$ cat config.mk
export PLATFORM = sky130hd
export DESIGN_NAME = ram_port_arbiter_flat
export DESIGN_NICKNAME = d
export VERILOG_FILES = /design/src/rtl/ram_port_arbiter_if.sv /design/src/rtl/ram_port_arbiter.sv /design/src/flat_wrapper.sv
export SDC_FILE = /design/constraint.sdc
export NUM_CORES = 1
export LEC_CHECK = 0
export ABC_AREA = 1
export BUFFER_PORTS_ARGS = -buffer_cell sky130_fd_sc_hd__buf_2
export CAP_MARGIN = 25
export CORE_AREA = 2 2 159 161
export CTS_CLUSTER_DIAMETER = 100
export CTS_CLUSTER_SIZE = 14
export DETAILED_ROUTE_END_ITERATION = 12
export DIE_AREA = 0 0 161 163
export GPL_ROUTABILITY_DRIVEN = 1
export PLACE_DENSITY = 0.44
export SETUP_SLACK_MARGIN = 0.02
export SLEW_MARGIN = 20
export SYNTH_ARGS = -nofsm -noshare
export SYNTH_HDL_FRONTEND = slang
export SYNTH_SLANG_ARGS = --single-unit
$ cat constraint.sdc
create_clock -name clk -period 4.45 [get_ports clk]
set_clock_uncertainty 0.15 [all_clocks]
set_input_delay 0.445 -clock clk [delete_from_list [all_inputs] [get_ports clk]]
set_output_delay 0.445 -clock clk [all_outputs]
set_load 0.05 [all_outputs]
$ cat src/rtl/ram_port_arbiter_if.sv
`default_nettype none
// ============================================================================
// Module      : ram_port_arbiter_if
// Description : Master-side and slave-side naive_bus signals of the RAM port
//               arbiter. The arbiter uses the 'slave' modport. The requesters
//               and the RAM use the 'master' modport.
// Revision    : 1.0 - initial release
// ============================================================================
interface ram_port_arbiter_if #(
  parameter int N_MASTERS = 2,
  parameter int AW        = 32,
  parameter int DW        = 32
);
  localparam int BW = DW / 8;

  // Requester side, one slice per master
  logic [N_MASTERS-1:0]      m_rd_req;
  logic [N_MASTERS*AW-1:0]   m_rd_addr;
  logic [N_MASTERS-1:0]      m_rd_gnt;
  logic [N_MASTERS*DW-1:0]   m_rd_data;
  logic [N_MASTERS-1:0]      m_rd_valid;
  logic [N_MASTERS-1:0]      m_wr_req;
  logic [N_MASTERS*AW-1:0]   m_wr_addr;
  logic [N_MASTERS*DW-1:0]   m_wr_data;
  logic [N_MASTERS*BW-1:0]   m_wr_be;
  logic [N_MASTERS-1:0]      m_wr_gnt;

  // Shared RAM slave side
  logic                      s_rd_req;
  logic [AW-1:0]             s_rd_addr;
  logic                      s_rd_gnt;
  logic [DW-1:0]             s_rd_data;
  logic                      s_wr_req;
  logic [AW-1:0]             s_wr_addr;
  logic [DW-1:0]             s_wr_data;
  logic [BW-1:0]             s_wr_be;
  logic                      s_wr_gnt;

  modport slave (
    input  m_rd_req, m_rd_addr, m_wr_req, m_wr_addr, m_wr_data, m_wr_be,
    output m_rd_gnt, m_rd_data, m_rd_valid, m_wr_gnt,
    output s_rd_req, s_rd_addr, s_wr_req, s_wr_addr, s_wr_data, s_wr_be,
    input  s_rd_gnt, s_rd_data, s_wr_gnt
  );

  modport master (
    output m_rd_req, m_rd_addr, m_wr_req, m_wr_addr, m_wr_data, m_wr_be,
    input  m_rd_gnt, m_rd_data, m_rd_valid, m_wr_gnt,
    input  s_rd_req, s_rd_addr, s_wr_req, s_wr_addr, s_wr_data, s_wr_be,
    output s_rd_gnt, s_rd_data, s_wr_gnt
  );
endinterface
`default_nettype wire

$ cat src/rtl/ram_port_arbiter.sv
`default_nettype none
// ============================================================================
// Module      : ram_port_arbiter
// Description : Shares one RAM slave port between N_MASTERS masters. The read
//               and write channels each use their own round-robin arbiter.
//               Read data (1-cycle latency) is routed back to the owner.
// Revision    : 1.0 - initial release
// ============================================================================
module ram_port_arbiter #(
  parameter int N_MASTERS = 2,
  parameter int AW        = 32,
  parameter int DW        = 32
) (
  input  logic               clk,
  input  logic               rst_n,
  ram_port_arbiter_if.slave  bus
);
  localparam int BW = DW / 8;
  localparam int PW = (N_MASTERS > 1) ? $clog2(N_MASTERS) : 1;

  logic [PW-1:0] rd_ptr_q, rd_ptr_d;
  logic [PW-1:0] wr_ptr_q, wr_ptr_d;
  logic [PW-1:0] rd_owner_q, rd_owner_d;
  logic          rd_pend_q, rd_pend_d;

  logic          rd_any, wr_any;
  logic [PW-1:0] rd_win, wr_win;
  logic [AW-1:0] rd_addr_sel, wr_addr_sel;
  logic [DW-1:0] wr_data_sel;
  logic [BW-1:0] wr_be_sel;
  logic          raw_hazard;
  logic          rd_fire, wr_fire;

  // Returns {found, index} of the first requester at or above ptr, modulo N
  function automatic logic [PW:0] rr_pick(input logic [N_MASTERS-1:0] req,
                                          input logic [PW-1:0]        ptr);
    int idx;
    rr_pick = '0;
    for (int k = N_MASTERS - 1; k >= 0; k--) begin
      idx = (int'(ptr) + k) % N_MASTERS;
      if (req[PW'(idx)]) rr_pick = {1'b1, PW'(idx)};
    end
  endfunction

  always_comb begin
    {rd_any, rd_win} = rr_pick(bus.m_rd_req, rd_ptr_q);
    {wr_any, wr_win} = rr_pick(bus.m_wr_req, wr_ptr_q);

    rd_addr_sel = '0;
    wr_addr_sel = '0;
    wr_data_sel = '0;
    wr_be_sel   = '0;
    for (int i = 0; i < N_MASTERS; i++) begin
      if (rd_win == PW'(i)) rd_addr_sel = bus.m_rd_addr[i*AW +: AW];
      if (wr_win == PW'(i)) begin
        wr_addr_sel = bus.m_wr_addr[i*AW +: AW];
        wr_data_sel = bus.m_wr_data[i*DW +: DW];
        wr_be_sel   = bus.m_wr_be[i*BW +: BW];
      end
    end

    // A read of the word being written this cycle waits one cycle so it sees the new data
    raw_hazard = rd_any && wr_any && (rd_addr_sel[AW-1:2] == wr_addr_sel[AW-1:2]);

    bus.s_rd_req  = rst_n && rd_any && !raw_hazard;
    bus.s_wr_req  = rst_n && wr_any;
    bus.s_rd_addr = bus.s_rd_req ? rd_addr_sel : '0;
    bus.s_wr_addr = bus.s_wr_req ? wr_addr_sel : '0;
    bus.s_wr_data = bus.s_wr_req ? wr_data_sel : '0;
    bus.s_wr_be   = bus.s_wr_req ? wr_be_sel   : '0;

    rd_fire = bus.s_rd_req && bus.s_rd_gnt;
    wr_fire = bus.s_wr_req && bus.s_wr_gnt;

    bus.m_rd_gnt   = '0;
    bus.m_wr_gnt   = '0;
    bus.m_rd_valid = '0;
    bus.m_rd_data  = '0;
    for (int i = 0; i < N_MASTERS; i++) begin
      bus.m_rd_gnt[i]   = rd_fire && (rd_win == PW'(i));
      bus.m_wr_gnt[i]   = wr_fire && (wr_win == PW'(i));
      bus.m_rd_valid[i] = rd_pend_q && (rd_owner_q == PW'(i));
      if (bus.m_rd_valid[i]) bus.m_rd_data[i*DW +: DW] = bus.s_rd_data;
    end

    rd_ptr_d   = rd_fire ? PW'((int'(rd_win) + 1) % N_MASTERS) : rd_ptr_q;
    wr_ptr_d   = wr_fire ? PW'((int'(wr_win) + 1) % N_MASTERS) : wr_ptr_q;
    rd_pend_d  = rd_fire;
    rd_owner_d = rd_fire ? rd_win : rd_owner_q;
  end

  always_ff @(posedge clk or negedge rst_n) begin
    if (!rst_n) begin
      rd_ptr_q   <= '0;
      wr_ptr_q   <= '0;
      rd_owner_q <= '0;
      rd_pend_q  <= 1'b0;
    end else begin
      rd_ptr_q   <= rd_ptr_d;
      wr_ptr_q   <= wr_ptr_d;
      rd_owner_q <= rd_owner_d;
      rd_pend_q  <= rd_pend_d;
    end
  end
endmodule
`default_nettype wire

$ cat src/flat_wrapper.sv
// flat-port wrapper written by rule: the top's interface ports become plain ports
module ram_port_arbiter_flat 
#(
  parameter int N_MASTERS = 2,
  parameter int AW        = 32,
  parameter int DW        = 32
)
  (clk, rst_n, bus_m_rd_req, bus_m_rd_addr, bus_m_wr_req, bus_m_wr_addr, bus_m_wr_data, bus_m_wr_be, bus_m_rd_gnt, bus_m_rd_data, bus_m_rd_valid, bus_m_wr_gnt, bus_s_rd_req, bus_s_rd_addr, bus_s_wr_req, bus_s_wr_addr, bus_s_wr_data, bus_s_wr_be, bus_s_rd_gnt, bus_s_rd_data, bus_s_wr_gnt);
  ram_port_arbiter_if #(.N_MASTERS(N_MASTERS), .AW(AW), .DW(DW)) bus_i ();
  input  logic clk;
  input  logic rst_n;
  input wire logic [$bits(bus_i.m_rd_req)-1:0] bus_m_rd_req;
  input wire logic [$bits(bus_i.m_rd_addr)-1:0] bus_m_rd_addr;
  input wire logic [$bits(bus_i.m_wr_req)-1:0] bus_m_wr_req;
  input wire logic [$bits(bus_i.m_wr_addr)-1:0] bus_m_wr_addr;
  input wire logic [$bits(bus_i.m_wr_data)-1:0] bus_m_wr_data;
  input wire logic [$bits(bus_i.m_wr_be)-1:0] bus_m_wr_be;
  output wire logic [$bits(bus_i.m_rd_gnt)-1:0] bus_m_rd_gnt;
  output wire logic [$bits(bus_i.m_rd_data)-1:0] bus_m_rd_data;
  output wire logic [$bits(bus_i.m_rd_valid)-1:0] bus_m_rd_valid;
  output wire logic [$bits(bus_i.m_wr_gnt)-1:0] bus_m_wr_gnt;
  output wire logic [$bits(bus_i.s_rd_req)-1:0] bus_s_rd_req;
  output wire logic [$bits(bus_i.s_rd_addr)-1:0] bus_s_rd_addr;
  output wire logic [$bits(bus_i.s_wr_req)-1:0] bus_s_wr_req;
  output wire logic [$bits(bus_i.s_wr_addr)-1:0] bus_s_wr_addr;
  output wire logic [$bits(bus_i.s_wr_data)-1:0] bus_s_wr_data;
  output wire logic [$bits(bus_i.s_wr_be)-1:0] bus_s_wr_be;
  input wire logic [$bits(bus_i.s_rd_gnt)-1:0] bus_s_rd_gnt;
  input wire logic [$bits(bus_i.s_rd_data)-1:0] bus_s_rd_data;
  input wire logic [$bits(bus_i.s_wr_gnt)-1:0] bus_s_wr_gnt;
  assign bus_i.m_rd_req = bus_m_rd_req;
  assign bus_i.m_rd_addr = bus_m_rd_addr;
  assign bus_i.m_wr_req = bus_m_wr_req;
  assign bus_i.m_wr_addr = bus_m_wr_addr;
  assign bus_i.m_wr_data = bus_m_wr_data;
  assign bus_i.m_wr_be = bus_m_wr_be;
  assign bus_m_rd_gnt = bus_i.m_rd_gnt;
  assign bus_m_rd_data = bus_i.m_rd_data;
  assign bus_m_rd_valid = bus_i.m_rd_valid;
  assign bus_m_wr_gnt = bus_i.m_wr_gnt;
  assign bus_s_rd_req = bus_i.s_rd_req;
  assign bus_s_rd_addr = bus_i.s_rd_addr;
  assign bus_s_wr_req = bus_i.s_wr_req;
  assign bus_s_wr_addr = bus_i.s_wr_addr;
  assign bus_s_wr_data = bus_i.s_wr_data;
  assign bus_s_wr_be = bus_i.s_wr_be;
  assign bus_i.s_rd_gnt = bus_s_rd_gnt;
  assign bus_i.s_rd_data = bus_s_rd_data;
  assign bus_i.s_wr_gnt = bus_s_wr_gnt;
  ram_port_arbiter #(.N_MASTERS(N_MASTERS), .AW(AW), .DW(DW)) u_core (.clk(clk), .rst_n(rst_n), .bus(bus_i));
endmodule
==> results of run 1 <==
[registers in the layout, indices dropped and copies added, names as in the netlist]
name,count
u_core.rd_pend_q,1
u_core.wr_ptr_q,1
u_core.rd_ptr_q,1
u_core.rd_owner_q,1
[kinds of logic (layout without fill, tap and decap cells)]
family                    after synthesis  count (layout)  synth area share
and+or+nand+nor                       580             580             0.650
buffers and inverters                 206             578             0.246
AOI/OAI and AO/OA                      51              51            0.0736
DFF                                     4               4            0.0282
xor gates and xnor gates                1               1           0.00247
other                                   0               1                 0
[critical path: stages, from the launching register on]
cell and delay (ns):
dfrtp_1 0.35, nand2_2 0.32, inv_1 0.50, nand2_1 0.13, nand2_1 0.11, nand2_1 0.06
nand2_1 0.09, nand2_1 0.06, nor2_1 0.12, nand2_1 0.11, nor2_1 0.13, nand2_2 0.11
nand2_4 0.35, nor2_1 0.09, buf_2 0.23
[metrics by stage]
step / hold WS (ns) / util / cells
floorplan: -0.000591 / - / 842
global placement: 0.128 / 0.235 / 1537
detailed placement: 0.130 / 0.235 / 1538
CTS: 0.372 / 0.239 / 1543
global route: 0.407 / 0.240 / 1545
finish: 0.370 / 0.240 / 1545
[final cells by class]
type	instances	area share
multi-input cells	632	0.436
repair buffers	422	0.367
inverters	152	0.0963
well taps	330	0.0697
flip-flops and latches	4	0.0171
clock buffers	4	0.0133
diodes	1	0.000422
[repair_timing]
item                                   in CTS  in global routing
setup endpoints to repair                   0                  0
endpoints found under the hold margin       4                  0
hold buffers                                1                  0
[power by group]
part / total, W / internal, W / leakage [nW] / switching, W
clock: 0.000149 / 0.000119 / 0.0382 / 0.0000302
sequential: 0.0000576 / 0.0000459 / 0.0492 / 0.0000118
combinational: 0.00137 / 0.000350 / 4.27 / 0.00102
[worst max path at each step]
stage | start | end | slack (ns) | cells after the start
detailed placement | bus_m_rd_req[0] | bus_s_rd_addr[31] | 0.79 | 15
CTS | u_core.rd_ptr_q | bus_s_rd_addr[31] | 0.72 | 14
floorplan | bus_m_wr_req[0] | bus_s_wr_addr[0] | 1.34 | 7
finish | u_core.rd_ptr_q | bus_s_rd_addr[10] | 0.82 | 14
global placement | bus_m_rd_req[0] | bus_s_rd_addr[10] | 0.76 | 15
global route | u_core.rd_ptr_q | bus_s_rd_addr[24] | 0.48 | 14
[placed cells by master, fill, tap and decap left out, types with 5 or more instances in the layout]
cell type and n:
nand2_1 276, buf_2 409, nor2_1 213, o21ai_1 5, o21ai_0 42, buf_4 10, nand3_1 81, inv_1 150
[metal layers]
metal	share of wire	GRT usage	vias to the layer above
met4	0.0026	0.0118	0
met1	0.43	0.187	2628
met2	0.49	0.263	232
li1	-	-	3214
met3	0.068	0.0219	4
met5	0	0	-
==> results.md, run 1 <==
- Status: finished, final reports clean
- Leakage power: 4.36 nW
- Share of the cycle needed by the critical path after routing: 0.816
- Pin slew with the least headroom to its limit: 0.559 ns
- DR vias/cell: 3.93
- Initial standard-cell utilization of the core: 0.144
- Final setup fails: 0
- R2R Setup Slk: approximately 1.9 ns
- Number of standard cells after synthesis: approximately 840
- Net total in the final layout: 1455
- Layout cells sized above 1: 0.357
- Post-Synthesis Net Count: 1082
- Global-route wire length before repair: 30300 um
- Number of enable flip-flop cells after synthesis: 0
- Leading cell types by total area after synthesis: nand2_1 29%, nor2_1 23%, inv_1 16%
- Arrival time at the worst endpoint: 3.04 ns
- Routed WL per cell: 13.6 um
- Number of buffers created by CTS: 3
- Post-CTS resize count: 0
- Startpoint of the most critical hold path: u_core.rd_owner_q
- Dominant synthesized flop cell: dfrtp_1
- Count of warnings emitted by yosys: 0
- Maximum number of pins on one net before global-route repair: 48
- Total vias in the final route: around 6000
- DR DRC count: 0
- Async set-reset flop share out of synthesis: 1.00
- Leading area contributor after synthesis: nand2_1
- CTS tree: yes
- Max rail drop VDD: 127 uV
- Type of the setup path with the least slack: reg2out
- Final Power: 0.00157 W
- Required time at the endpoint of the critical path: 3.86 ns
- Total Wirelength: 21000 um
- Max Freq: 275 MHz
- Maximum fanout encountered on the critical timing path: 33
- Number of routed nets with antenna violations: 0
- Global-route usage over all layers: 0.145
- Place WS: 0.786 ns
- Buffers from clock root to sink, at most: 2
- Cell with the most instances after synthesis: nand2_1
- Final-layout fill cell count: 2998
- Register bit total from synthesis: 4
- Multi-input gate area: 0.00259 mm2
- Total number of clock tree sinks: 4
- Overall overflow remaining after global route: 0
- Number of antenna violations at the first check in global routing: 1
- Endpoint type of the worst setup path: output pin
- Sequential fraction of the synthesis area: 0.0282
- Global placement routability congestion: slightly above 0.8
- Final WS setup: approximately 0.8 ns
- Vias in the first global route: 5464
- Endpoint of the worst hold path: u_core.rd_owner_q
- Area share of the largest cell type after synthesis: 0.293
- Register cell area after layout: 101 um2
- Number of max-slew violations in the final report: 0
- Cell row count: 58
- Combined area of all synthesized cells: 0.00355 mm2
- Area added between synthesis and finish: 66.9%
- Width of the die: roughly 160 um
- Worst skew pair latency: 0.23 ns
- Worst Hold Depth: 2
- DP Area: 0.00581 mm2
- Reg2Reg Capture Point: u_core.rd_owner_q
- Full die area: 0.0262 mm2
- # port buffers: 409
- Max-cap viol count: 0
- Number of DRC markers after the initial detailed-route iteration: 350
- Post-CTS clock slew at the launch and capture registers of the worst setup and hold paths: 0.03 ns
- Unique cell type count in the Yosys netlist: 22
- Number of H-tree branching levels: 1
- Area of the core: 0.0247 mm2
- Post-route standard cell area excluding fillers: 0.00593 mm2
- Fin crit period: about 3.6 ns
- Nature of the critical path startpoint: register
- Remaining max-slew budget at the tightest pin: 0.627
- Fin Setup TNS: 0 ns
- Die height: 163 um
- Type of the most critical hold path: reg2reg
- Setup repair after global routing missed its margin: no
- R2r startpoint: u_core.rd_ptr_q
- # IOs: 412
- Cell area power density: 266 mW/mm2
- Number of buffers inserted to repair setup after CTS: 0
- Drt first pass iters: 5
- HPWL after detailed placement: 17300 um
- Final hold violations: 0
- Reg2Reg Depth: 13
- Commonest cells in the netlist: 277 x nand2_1, 213 x nor2_1, 150 x inv_1, 81 x nand3_1, 42 x o21ai_0
- Cell chosen for the clock root: clkbuf_16
- Average footprint of a synthesized cell: 4.22 um2
No activity file was read; power rests on OpenSTA's default activity.
==> inputs of run 2 (changes only) <==
- CORE_AREA: 2 2 159 161 -> 2 2 160 162
- DIE_AREA: 0 0 161 163 -> 0 0 162 164
- clock period: 4.45 -> 3.6 ns (I/O delays scaled with it)
==> run 2 against run 1 <==
  * Critical path type unchanged
  * Sequential power rose by 29%
  * Utilization rose by 0.051 points
  * First-iteration DRC count rose by 8.9%
  * Combinational power rose by 27%
  * Highest routed layer unchanged
  * Clock power rose by 23%
  * Final area rose by 0.80%
==> results.md, run 2 (synthesis gave the netlist of run 1 again) <==
- Status: finished, final reports clean
- # port buffers: 409 (unchanged)
- Dpl cells: 1540 (+0.13%)
- Type of the setup path with the least slack: reg2out
- Number of DRC markers after the initial detailed-route iteration: 381 (+8.9%)
- Width of the die: 162 um (+0.62%)
- Met1 WL: 9030 um (-0.96%)
- Leakage power: 4.37 nW (+0.36%)
- Nature of the critical path startpoint: register
- Final-layout fill cell count: 2992 (-0.20%)
- Buffers from clock root to sink, at most: 2 (unchanged)
- Fin crit period: ~3.3 ns
- Biggest cell delay along the critical path: 0.38 ns (-0.12 ns)
- Multi-input gate area: 0.00259 mm2 (unchanged)
- Number of antenna violations at the first check in global routing: 1 (unchanged)
- Internal power summed over all cells: 0.000673 W (+31%)
- Cell chosen for the clock root: clkbuf_16
- Global-route wire length before repair: 31000 um (+2.4%)
- Part of the total power dissipated in the clock network: 0.092 (-0.003)
- Register cell area after layout: 101 um2 (unchanged)
- Number of buffers created by CTS: 3 (unchanged)
- Number of H-tree branching levels: 1 (unchanged)
- Area of the core: 0.0248 mm2 (+0.59%)
- Met2 WL post-DR: 11000 um (+6.0%)
- Most frequent cells in the layout: 407 x buf_2, 276 x nand2_1, 213 x nor2_1
- Number of routed nets with antenna violations: 0 (unchanged)
- Die height: 164 um (+0.61%)
- Pin slew with the least headroom to its limit: 0.992 ns (+0.433 ns)
- Global placement routability congestion: 0.826 (+1.4%)
- Max Freq: 308 MHz
- Maximum fanout encountered on the critical timing path: 33 (unchanged)
- Post-CTS clock slew at the launch and capture registers of the worst setup and hold paths: 0.03 ns (about the same)
- Share of the cycle needed by the critical path after routing: 0.903
- Layout cells sized above 1: 0.357 (+0.000529)
- Remaining max-slew budget at the tightest pin: 0.338 (-0.289)
- R2R Setup Slk: 1.32 ns (-0.54 ns)
- DR vias/cell: 3.98 (+1.3%)
- Routed WL per cell: 13.9 um (+2.6%)
- Type of the most critical hold path: in2reg
- Final hold violations: 0 (unchanged)
- Post-CTS resize count: 0 (unchanged)
- Overall overflow remaining after global route: 0 (unchanged)
- Net switching fraction of the power: 0.662 (-0.0104)
- Total number of clock tree sinks: 4 (unchanged)
- Initial standard-cell utilization of the core: 0.143 (-0.000842)
- Area added between synthesis and finish: 68.2%
- Most Frequent Cell on Critical Path: nand2_1
- Detail Route met3 WL: 1360 um (-4.8%)
- Non-filler instance count after layout: 1546 (+0.065%)
- Vias in the first global route: 5599 (+2.5%)
- Worst skew pair latency: 0.23 ns (about the same)
- Required time at the endpoint of the critical path: 3.09 ns (-0.77 ns)
- CTS tree: yes
- Cell area power density: 334 mW/mm2 (+26%)
- Setup repair after global routing missed its margin: no
- Drt first pass iters: 5 (unchanged)
- Total vias in the final route: 6159 (+1.3%)
- Uppermost layer routed: met4
- Endpoint type of the worst setup path: output pin
- Cell row count: 58 (unchanged)
- Global-route usage over all layers: 0.147 (+0.00255)
- Final setup fails: 0 (unchanged)
- Fin Setup TNS: 0 ns (unchanged)
- Number of max-slew violations in the final report: 0 (unchanged)
- Arrival time at the worst endpoint: 2.74 ns (-0.30 ns)
- # IOs: 412 (unchanged)
- Total Wirelength: 21500 um (+2.7%)
- Max-cap viol count: 0 (unchanged)
- DR DRC count: 0 (unchanged)
- Share of power burned in combinational logic: 0.871 (+0.002)
- Crit path cell chain: nand2_2 -> inv_1 -> nand2_1 -> nand2_1 -> nand2_1 -> nand2_1 -> nand2_1 -> nor2_1 -> nand2_1 -> nor2_1 -> nand2_2 -> nand2_4 -> nor2_1 -> buf_2
- Net total in the final layout: 1456 (+0.069%)
- Slowest cell on the critical path: inv_1
- Seq pwr share: 0.037 (about the same)
- Share of the core filled with cells: 0.241 (+0.000511)
- Maximum number of pins on one net before global-route repair: 56 (+17%)
- Switching component of the power: 0.00132 W (+25%)
- HPWL after detailed placement: 17700 um (+1.9%)
- Commonest non-fill, non-tap cell in the layout: buf_2
- Max rail drop VDD: 158 uV (+24%)
- Full die area: 0.0266 mm2 (+1.2%)
==> run 2: cell types whose count changed in the layout (fill, tap and decap cells not counted), sizes merged <==
cell  previous run  this run
buf            421       422
==> run 2: path summary, 6_finish.rpt <==
path,startpoint,endpoint,cells after the start
max,u_core.rd_ptr_q,bus_s_rd_addr[18],14
min,bus_s_rd_gnt,u_core.rd_ptr_q,3
max reg2reg,u_core.rd_ptr_q,u_core.rd_ptr_q,14
min reg2reg,u_core.rd_owner_q,u_core.rd_owner_q,2
max in group asynchronous,rst_n,u_core.wr_ptr_q,2
min in group asynchronous,rst_n,u_core.rd_owner_q,2
==> run 2: area by class of cell <==
type	instances	area share
timing repair buffer	423	0.372
multi-input combinational	632	0.433
tap	330	0.0691
sequential	4	0.0170
antenna	1	0.000419
clock buffer	4	0.0132
inverter	152	0.0955
==> run 2: routing by layer <==
layer | vias up | global-route usage
met5 | - | 0
li1 | 3219 | -
met3 | 11 | 0.0162
met1 | 2691 | 0.186
met4 | 0 | 0.0233
met2 | 238 | 0.273
==> run 2: through the flow <==
stage | area (um2) | setup WS, ns | power [W] | hold WS, ns
after CTS | 5970 | 0.201 | 0.00202 | 0.307
final | 5970 | 0.350 | 0.00199 | 0.308
after detailed placement | 5880 | 0.395 | 0.00182 | 0.0503
after floorplan | 3550 | 0.659 | 0.00129 | -0.0856
after global placement | 5880 | 0.456 | 0.00182 | 0.0494
after global routing | 5970 | 0.0217 | 0.00217 | 0.355
==> run 2: repair_timing <==
item	4_1_cts	5_1_grt
hold buffers	1	0
buffers inserted	0	0
hold endpoints to repair	4	0
==> run 2: power groups by stage <==
stage                     sequential (W)  clock (W)  combinational (W)
after global placement         0.0000774          0            0.00174
final                          0.0000743   0.000184            0.00174
after CTS                      0.0000766   0.000187            0.00175
after floorplan                0.0000585          0            0.00123
after global routing           0.0000780   0.000190            0.00190
after detailed placement       0.0000760          0            0.00175
==> run 2: worst max-delay path: cells and delay by family, from the launching register on <==
| family | cells | cell delay (ns) |
|---|---|---|
| and+or+nand+nor | 12 | 1.49 |
| DFF | 1 | 0.37 |
| buffers and inverters | 2 | 0.62 |
